===== config.mk =====
export PLATFORM = sky130hd
export DESIGN_NAME = chan_mux_seq
export DESIGN_NICKNAME = d
export VERILOG_FILES = /design/src/rtl/chan_mux_seq.sv
export SDC_FILE = /design/constraint.sdc
export NUM_CORES = 1
export LEC_CHECK = 0
export BUFFER_PORTS_ARGS = -buffer_cell sky130_fd_sc_hd__buf_2
export CORE_AREA = 4 4 53 55
export CTS_CLUSTER_DIAMETER = 80
export DETAILED_ROUTE_END_ITERATION = 7
export DIE_AREA = 0 0 57 59
export HOLD_SLACK_MARGIN = 0.08
export PLACE_DENSITY_LB_ADDON = 0.12
export SLEW_MARGIN = 30
export SYNTH_ARGS = -nofsm -noshare
export SYNTH_HDL_FRONTEND = slang
export SYNTH_SLANG_ARGS = --single-unit

===== constraint.sdc =====
create_clock -name clk -period 1.3 [get_ports clk]
set_input_delay 0.065 -clock clk [delete_from_list [all_inputs] [get_ports clk]]
set_output_delay 0.065 -clock clk [all_outputs]
set_load 0.01 [all_outputs]

===== src/rtl/chan_mux_seq.sv =====
// NCH-channel registered multiplexer with manual select and round-robin scan.
// Define MUX_PARITY_EN to add the registered out_parity output.

module chan_mux_lane #(
    parameter int WIDTH = 8,
    parameter int SELW  = 2,
    parameter int IDX   = 0
) (
    input  logic [SELW-1:0]  i_sel,
    input  logic [WIDTH-1:0] i_data,
    output logic [WIDTH-1:0] o_gated
);
    assign o_gated = (i_sel == SELW'(IDX)) ? i_data : '0;
endmodule

module chan_mux_seq #(
    parameter int WIDTH = 8,
    parameter int NCH   = 4,
    parameter int SELW  = 2,
    parameter int DWELL = 4
) (
    input  logic                 clk,
    input  logic                 rst,
    input  logic [NCH*WIDTH-1:0] in_data,
    input  logic                 mode,
    input  logic [SELW-1:0]      sel_in,
    input  logic                 sel_load,
    input  logic                 hold,
    output logic [WIDTH-1:0]     out_data,
    output logic [SELW-1:0]      out_sel,
    output logic                 out_valid,
    output logic                 sel_err,
    output logic                 scan_wrap
`ifdef MUX_PARITY_EN
    ,
    output logic                 out_parity
`endif
);
    localparam int DW = (DWELL > 1) ? $clog2(DWELL) : 1;
    localparam logic [DW-1:0]   D_LAST = DW'(DWELL - 1);
    localparam logic [SELW-1:0] S_LAST = SELW'(NCH - 1);
    localparam int unsigned     NCH_U  = NCH;

    logic [SELW-1:0]              r_sel;
    logic [DW-1:0]                r_dwell;
    logic                         r_mode_prev;
    logic [NCH-1:0][WIDTH-1:0]    w_chan;
    logic [NCH-1:0][WIDTH-1:0]    w_gated;
    logic [WIDTH-1:0]             w_sel_data;
    logic                         w_load_ok;
    logic                         w_load_bad;
    logic                         w_mode_chg;

    assign w_chan = in_data;

    // One-hot gated lanes OR-reduced: select values >= NCH can never reach r_sel.
    for (genvar k = 0; k < NCH; k++) begin : g_lane
        chan_mux_lane #(.WIDTH(WIDTH), .SELW(SELW), .IDX(k)) u_lane (
            .i_sel   (r_sel),
            .i_data  (w_chan[k]),
            .o_gated (w_gated[k])
        );
    end

    always_comb begin
        w_sel_data = '0;
        for (int k = 0; k < NCH; k++) w_sel_data = w_sel_data | w_gated[k];
    end

    assign w_load_ok  = sel_load && (32'(sel_in) < NCH_U);
    assign w_load_bad = sel_load && !w_load_ok;
    assign w_mode_chg = (mode != r_mode_prev);

    always_ff @(posedge clk) begin
        if (rst) begin
            r_sel       <= '0;
            r_dwell     <= '0;
            r_mode_prev <= 1'b0;
            out_data    <= '0;
            out_sel     <= '0;
            out_valid   <= 1'b0;
            sel_err     <= 1'b0;
            scan_wrap   <= 1'b0;
`ifdef MUX_PARITY_EN
            out_parity  <= 1'b0;
`endif
        end else begin
            r_mode_prev <= mode;
            sel_err     <= 1'b0;
            scan_wrap   <= 1'b0;
            if (!hold) begin
                out_data  <= w_sel_data;
                out_sel   <= r_sel;
                out_valid <= 1'b1;
`ifdef MUX_PARITY_EN
                out_parity <= ^w_sel_data;
`endif
                sel_err   <= w_load_bad;
                // A valid load beats a mode change, which beats the scan step.
                if (w_load_ok) begin
                    r_sel   <= sel_in;
                    r_dwell <= '0;
                end else if (w_mode_chg) begin
                    r_dwell <= '0;
                end else if (mode) begin
                    if (r_dwell == D_LAST) begin
                        r_dwell   <= '0;
                        r_sel     <= (r_sel == S_LAST) ? '0 : r_sel + SELW'(1);
                        scan_wrap <= (r_sel == S_LAST);
                    end else begin
                        r_dwell <= r_dwell + DW'(1);
                    end
                end
            end
        end
    end
endmodule


Yosys cells after proc, flatten, opt, wreduce, memory -nomap -nowiden
Cells that the tools add are included.
{"block": "totals", "register_bits": 17, "in_bits": 39, "out_inout_bits": 13, "wordCells": 41}
{"block": "classes", "n_addsub": 2, "n_eq_ne": 6, "n_mux": 13, "bitwise_logic": 6, "n_reduce_logical": 7}
{"op": "$mux W8", "count": 4}
{"op": "$or A8 B8 Y8", "count": 3}
{"op": "$mux W2", "count": 9}
{"op": "$eq A2 B2 Y1 const B", "count": 3}
{"op": "$reduce_or A6 Y1", "count": 1}
{"op": "$add A2 B1 Y2 const B", "count": 2}
{"op": "$reduce_and A4 Y1", "count": 1}
{"op": "$reduce_bool A2 Y1", "count": 2}
{"op": "$not A1 Y1", "count": 3}
{"op": "$reduce_bool A3 Y1", "count": 1}
{"op": "$eq A2 B1 Y1 const B", "count": 1}
{"op": "$logic_not A2 Y1", "count": 1}
{"op": "$ne A2 B2 Y1 const B", "count": 1}
{"op": "$reduce_and A2 Y1", "count": 1}
{"op": "$ne A1 B1 Y1", "count": 1}

Logic depth before layout (Yosys ltp)
{"block": "logic_depth", "ltp_word": 6, "mapped_depth": 6, "ltp_nobuf": 5}

Cells and area by module
Synthesis repeated with hierarchy kept, for this count alone.
{"block": "unflattened", "hier_cells": 106, "hier_area_um2": 1002.2}
{"module": "chan_mux_seq", "n_inst": 1, "cells_each": 72, "area_per_inst_um2": 689.4, "seq_area_each_um2": 340.3}
{"module": "chan_mux_lane (g_lane[1].u_lane ...)", "n_inst": 2, "cells_each": 8, "area_per_inst_um2": 70.1, "seq_area_each_um2": 0.0}
{"module": "chan_mux_lane (g_lane[0].u_lane)", "n_inst": 1, "cells_each": 10, "area_per_inst_um2": 122.6, "seq_area_each_um2": 0.0}
{"module": "chan_mux_lane (g_lane[3].u_lane)", "n_inst": 1, "cells_each": 8, "area_per_inst_um2": 50.0, "seq_area_each_um2": 0.0}

Worst setup path before layout
No wires, ideal clock.
{"block": "synth_timing", "kind": "register to register", "startpoint": "register r_sel[0]", "endpoint": "register out_data[0]", "setup_ns": 0.116, "arrival_ns": 1.122, "t_required_ns": 1.184, "setup_slack_ns": 0.062, "stages_incl_launch_ff": 7, "n_path_buf": 1, "synth_period_minus_slack_ns": 1.238, "cell_sequence": "dfxtp_1 inv_1 ha_1 buf_1 a22oi_1 nand3_1 o211a_1"}
{"block": "synth_between", "elab_chain_cells": 5, "word_cells_on_any_way": 11, "cone_classes": "eq/ne: 3; mux: 4; bitwise: 3; reduce/logical: 1"}
{"item": "start: declaration", "line": "44", "rtl": "logic [SELW-1:0] r_sel;"}
{"item": "start signal: assignment", "line": "101", "rtl": "r_sel <= sel_in;"}
{"item": "start signal: assignment", "line": "108", "rtl": "r_sel <= (r_sel == S_LAST) ? '0 : r_sel + SELW'(1);"}
{"item": "$eq A2 B1 Y1 / $logic_not A2 Y1 (equally long branches)", "line": "13", "rtl": "assign o_gated = (i_sel == SELW'(IDX)) ? i_data : '0;"}
{"item": "$mux W8", "line": "13"}
{"item": "$or A8 B8 Y8 (2 in series)", "line": "67", "rtl": "for (int k = 0; k < NCH; k++) w_sel_data = w_sel_data | w_gated[k];"}
{"item": "$or A8 B8 Y8 (*)", "line": "67"}
{"item": "end signal: assignment", "line": "92", "rtl": "out_data <= w_sel_data;"}
{"item": "end: declaration", "line": "29", "rtl": "output logic [WIDTH-1:0] out_data,"}
Mark *: on every way between the ends. The rest lies on a longest branch, timed or not.
A chain may end at the register's enable or synchronous reset.

Worst setup path in the final report
{"block": "layout_timing", "startpoint": "register r_sel[1]", "endpoint": "register out_data[7]"}
Same word-level chain as after synthesis.

==> metrics.md <==
| Metric | Value |
|---|---|
| Crit end category | `flip-flop` |
| Max Fanout on Critical Path | `8` |
| Asr flop ratio synth | `0%` |
| Avg WL per Cell | `approximately 13 um` |
| Commonest cells in the netlist | `dfxtp_1, a22oi_1, nand3_1, o211a_1, ha_1` |
| Synth Flop Type | `dfxtp_1` |
| Critical path cell sequence | `inv_1 -> ha_2 -> a22oi_1 -> nand3_1 -> o211a_1` |
| # DRC | `0` |
| Final setup violation count | `0` |
| Final core occ | `about half` |
| Vias/cell | `slightly above 5` |
| Status | `complete, no violations` |
| Netlist cell types | `25` |
| PortBufs | `50` |
| CTS H-tree lvls | `1` |
| Register area share after synthesis | `between 40% and 50%` |
| Die Area | `3360 um^2` |
| Yosys top cell area share | `approximately 40%` |
| Fin nets | `roughly 190` |
| Num CTS Buffers | `3` |
| Initial antenna violation count | `0` |
| Die Y | `a little under 60 um` |
| Root Buffer | `clkbuf_4` |
| Clock Path Buffers | `2` |
| Ranking of synthesized cells by area | `dfxtp_1, a22oi_1, o211a_1` |
| Met2 GRT Util | `a little over a fifth` |
| Post-synthesis instance area | `roughly 850 um^2` |
| Post-CTS Setup Inserts | `0` |
| Global route hottest layer | `met2` |
| FP Rows | `18` |
| Combinational share of power | `between 20% and 30%` |
| Syn Nets | `132` |
| Hold Violations, Final | `0` |
| Sequential power share | `roughly half` |
| GP Congestion | `just under 0.8` |
| Clock group share of total power | `between 20% and 30%` |
| I/O Pins | `52` |
| Pin count of the biggest net entering global routing | `22` |
| Slowest cell on crit path | `dfxtp_4` |
| Clock sinks | `17` |
| Area post-placement | `~1100 um^2` |
| Maximum clock rate | `a little over 800 MHz` |
| Top-count cell post-synth | `dfxtp_1` |
| Worst Setup Path Type | `reg2reg` |
| Yosys top cell by area | `dfxtp_1` |
| Total Routing Usage GR | `between 10% and 20%` |
| Routed Antenna Nets | `0` |
| Unrepaired setup endpoints after global routing | `yes` |
| Max rail drop VDD | `0.574 mV` |
| Setup tns final | `0 ns` |
| Core area | `2390 um^2` |
| Dpl hpwl | `about 1800 um` |
| GR Util met1 | `17.8%` |
| Int Pwr | `around 0.00080 W` |
| Static leakage | `between 0.6 and 0.7 nW` |
| Tmin final | `between 1 and 1.5 ns` |
| Vias | `882` |
| Die span in x | `approximately 57 um` |
| GR Util met3 | `3.70%` |
| Worst Path Required | `between 1 and 1.5 ns` |
| Area grow syn2layout | `40.1%` |
| Hold_ws | `0.114 ns` |
| Avg Cell Area, Syn | `9.65 um^2` |
| Crit-path max cell delay | `around 0.38 ns` |
| Synthesis warning total | `0` |
| CTS tree | `done` |
| DR pass1 iterations | `4` |
| Fin crit share | `between 90% and 100%` |
| Number of flops mapped to enable cells by yosys | `0` |
| Global-route wire length before repair | `3690 um` |
| Synth Register Bits | `17` |
| Post-synthesis cell count | `88` |
| Number of global-route vias before repair | `~880` |
| Total Power | `around 0.0011 W` |
| CP Launch Type | `flip-flop` |
| Slew Limit Fails | `0` |
| PD cells | `approximately 930 nW/um^2` |
| Layout cells sized above 1 | `approximately 47%` |
| Switch Pwr | `between 0.0003 and 0.0004 W` |
| Hold path depth | `3` |
| Max-Cap Viols | `0` |
| Clock Pin Slew Worst Setup and Hold Paths | `roughly 0.10 ns` |
| Total grt overflow | `0` |
| WP data arrival | `1.41 ns` |
| Final Skew | `around 0.0033 ns` |
| DRT iter0 DRCs | `39` |
| Hold Crit Class | `in2reg` |
| Post-Route WL | `around 2300 um` |
| FF-to-FF path depth | `5` |
| Starting Density | `between 30% and 40%` |
| Design area | `1190 um^2` |
| Worst skew pair latency | `between 0.2 and 0.3 ns` |
| Sw Ratio | `a little over a quarter` |
| Antenna diode count | `0` |
==> cells in the final DEF (no fill, tap or decap) <==
cell type,count
buf_2,50
o211a_1,8
ha_1,1
nor2b_1,1
clkbuf_4,3
dfxtp_4,1
nor2_1,4
nand3_1,8
and3_1,2
a31o_2,1
conb_1,1
buf_4,3
ha_2,4
o21a_1,1
clkbuf_1,1
dlygate4sd3_1,2
a21oi_2,1
inv_1,3
nor3_1,1
dfxtp_1,15
mux2i_1,3
a311oi_1,1
dfxtp_2,1
a211oi_1,2
a22oi_2,1
or3_1,1
a22o_1,2
a21oi_1,2
inv_2,1
a22oi_1,15
==> routing by layer <==
| metal | part of all wire (%) | vias up | wire [um] |
|---|---|---|---|
| met5 | 0 | - | 0 |
| met4 | 1.2 | 0 | 27 |
| met3 | 9.6 | 4 | 219 |
| met2 | 46 | 41 | 1040 |
| met1 | 43 | 399 | 983 |
| li1 | - | 438 | - |
==> final timing paths <==
check	start	end	slack, ns
min	hold	out_sel[0]	0.11
max reg2reg	r_sel[1]	out_data[7]	0.08
min reg2reg	out_valid	out_valid	0.46
max	r_sel[1]	out_data[7]	0.08
==> cells by family (layout without fill, tap and decap cells) <==
kind of cell               Yosys count  count (layout)  synth area share (%)
AOI/OAI and AO/OA                   34              34                  32.5
DFF                                 17              17                  40.1
and+or+nand+nor                     17              17                  10.0
buffers and inverters               11              63                  6.04
adders and majority gates            5               5                  7.36
muxes                                3               3                  3.53
other                                1               1                 0.441
==> final cells by class <==
class	count	area, um^2
inverter	4	15.0
fill	249	1200
sequential	17	345
timing repair buffer	55	293
tap	30	37.5
clock buffer	4	26.3
multi-input combinational	60	473
==> power by group through the flow <==
stage | logic (W) | clock network (W) | registers [W]
final | 0.000251 | 0.000283 | 0.000570
after global routing | 0.000283 | 0.000318 | 0.000576
after CTS | 0.000252 | 0.000299 | 0.000571
after detailed placement | 0.000245 | 0 | 0.000583
after global placement | 0.000241 | 0 | 0.000581
after floorplan | 0.000118 | 0 | 0.000594
==> state kept, by name (all words and copies together) (netlist names) <==
signal / flops
out_valid: 1
scan_wrap: 1
r_dwell: 2
out_data: 8
r_mode_prev: 1
out_sel: 2
r_sel: 2
==> through the flow <==
stage / std cells / worst slack, ns
floorplan: 88 / 0.0621
global placement: 164 / -0.0238
detailed placement: 164 / -0.0895
CTS: 170 / 0.0184
global route: 170 / -0.0206
finish: 170 / 0.0832
==> repair_timing <==
| item | 4_1_cts | 5_1_grt |
|---|---|---|
| pin swaps | 0 | 0 |
| hold buffers | 2 | 0 |
| setup endpoints to repair | 8 | 8 |
| resized for setup | 3 | 5 |
| endpoints found under the hold margin | 5 | 0 |
==> worst max-delay path, delay by kind of cell, from the launching register on <==
| kind | cells | cell delay [ns] |
|---|---|---|
| buffers and inverters | 1 | 0.06 |
| and+or+nand+nor | 1 | 0.10 |
| AOI/OAI and AO/OA | 2 | 0.34 |
| DFF | 1 | 0.38 |
| adders and majority gates | 1 | 0.23 |
Note: power is estimated with default switching activity, not from simulation.
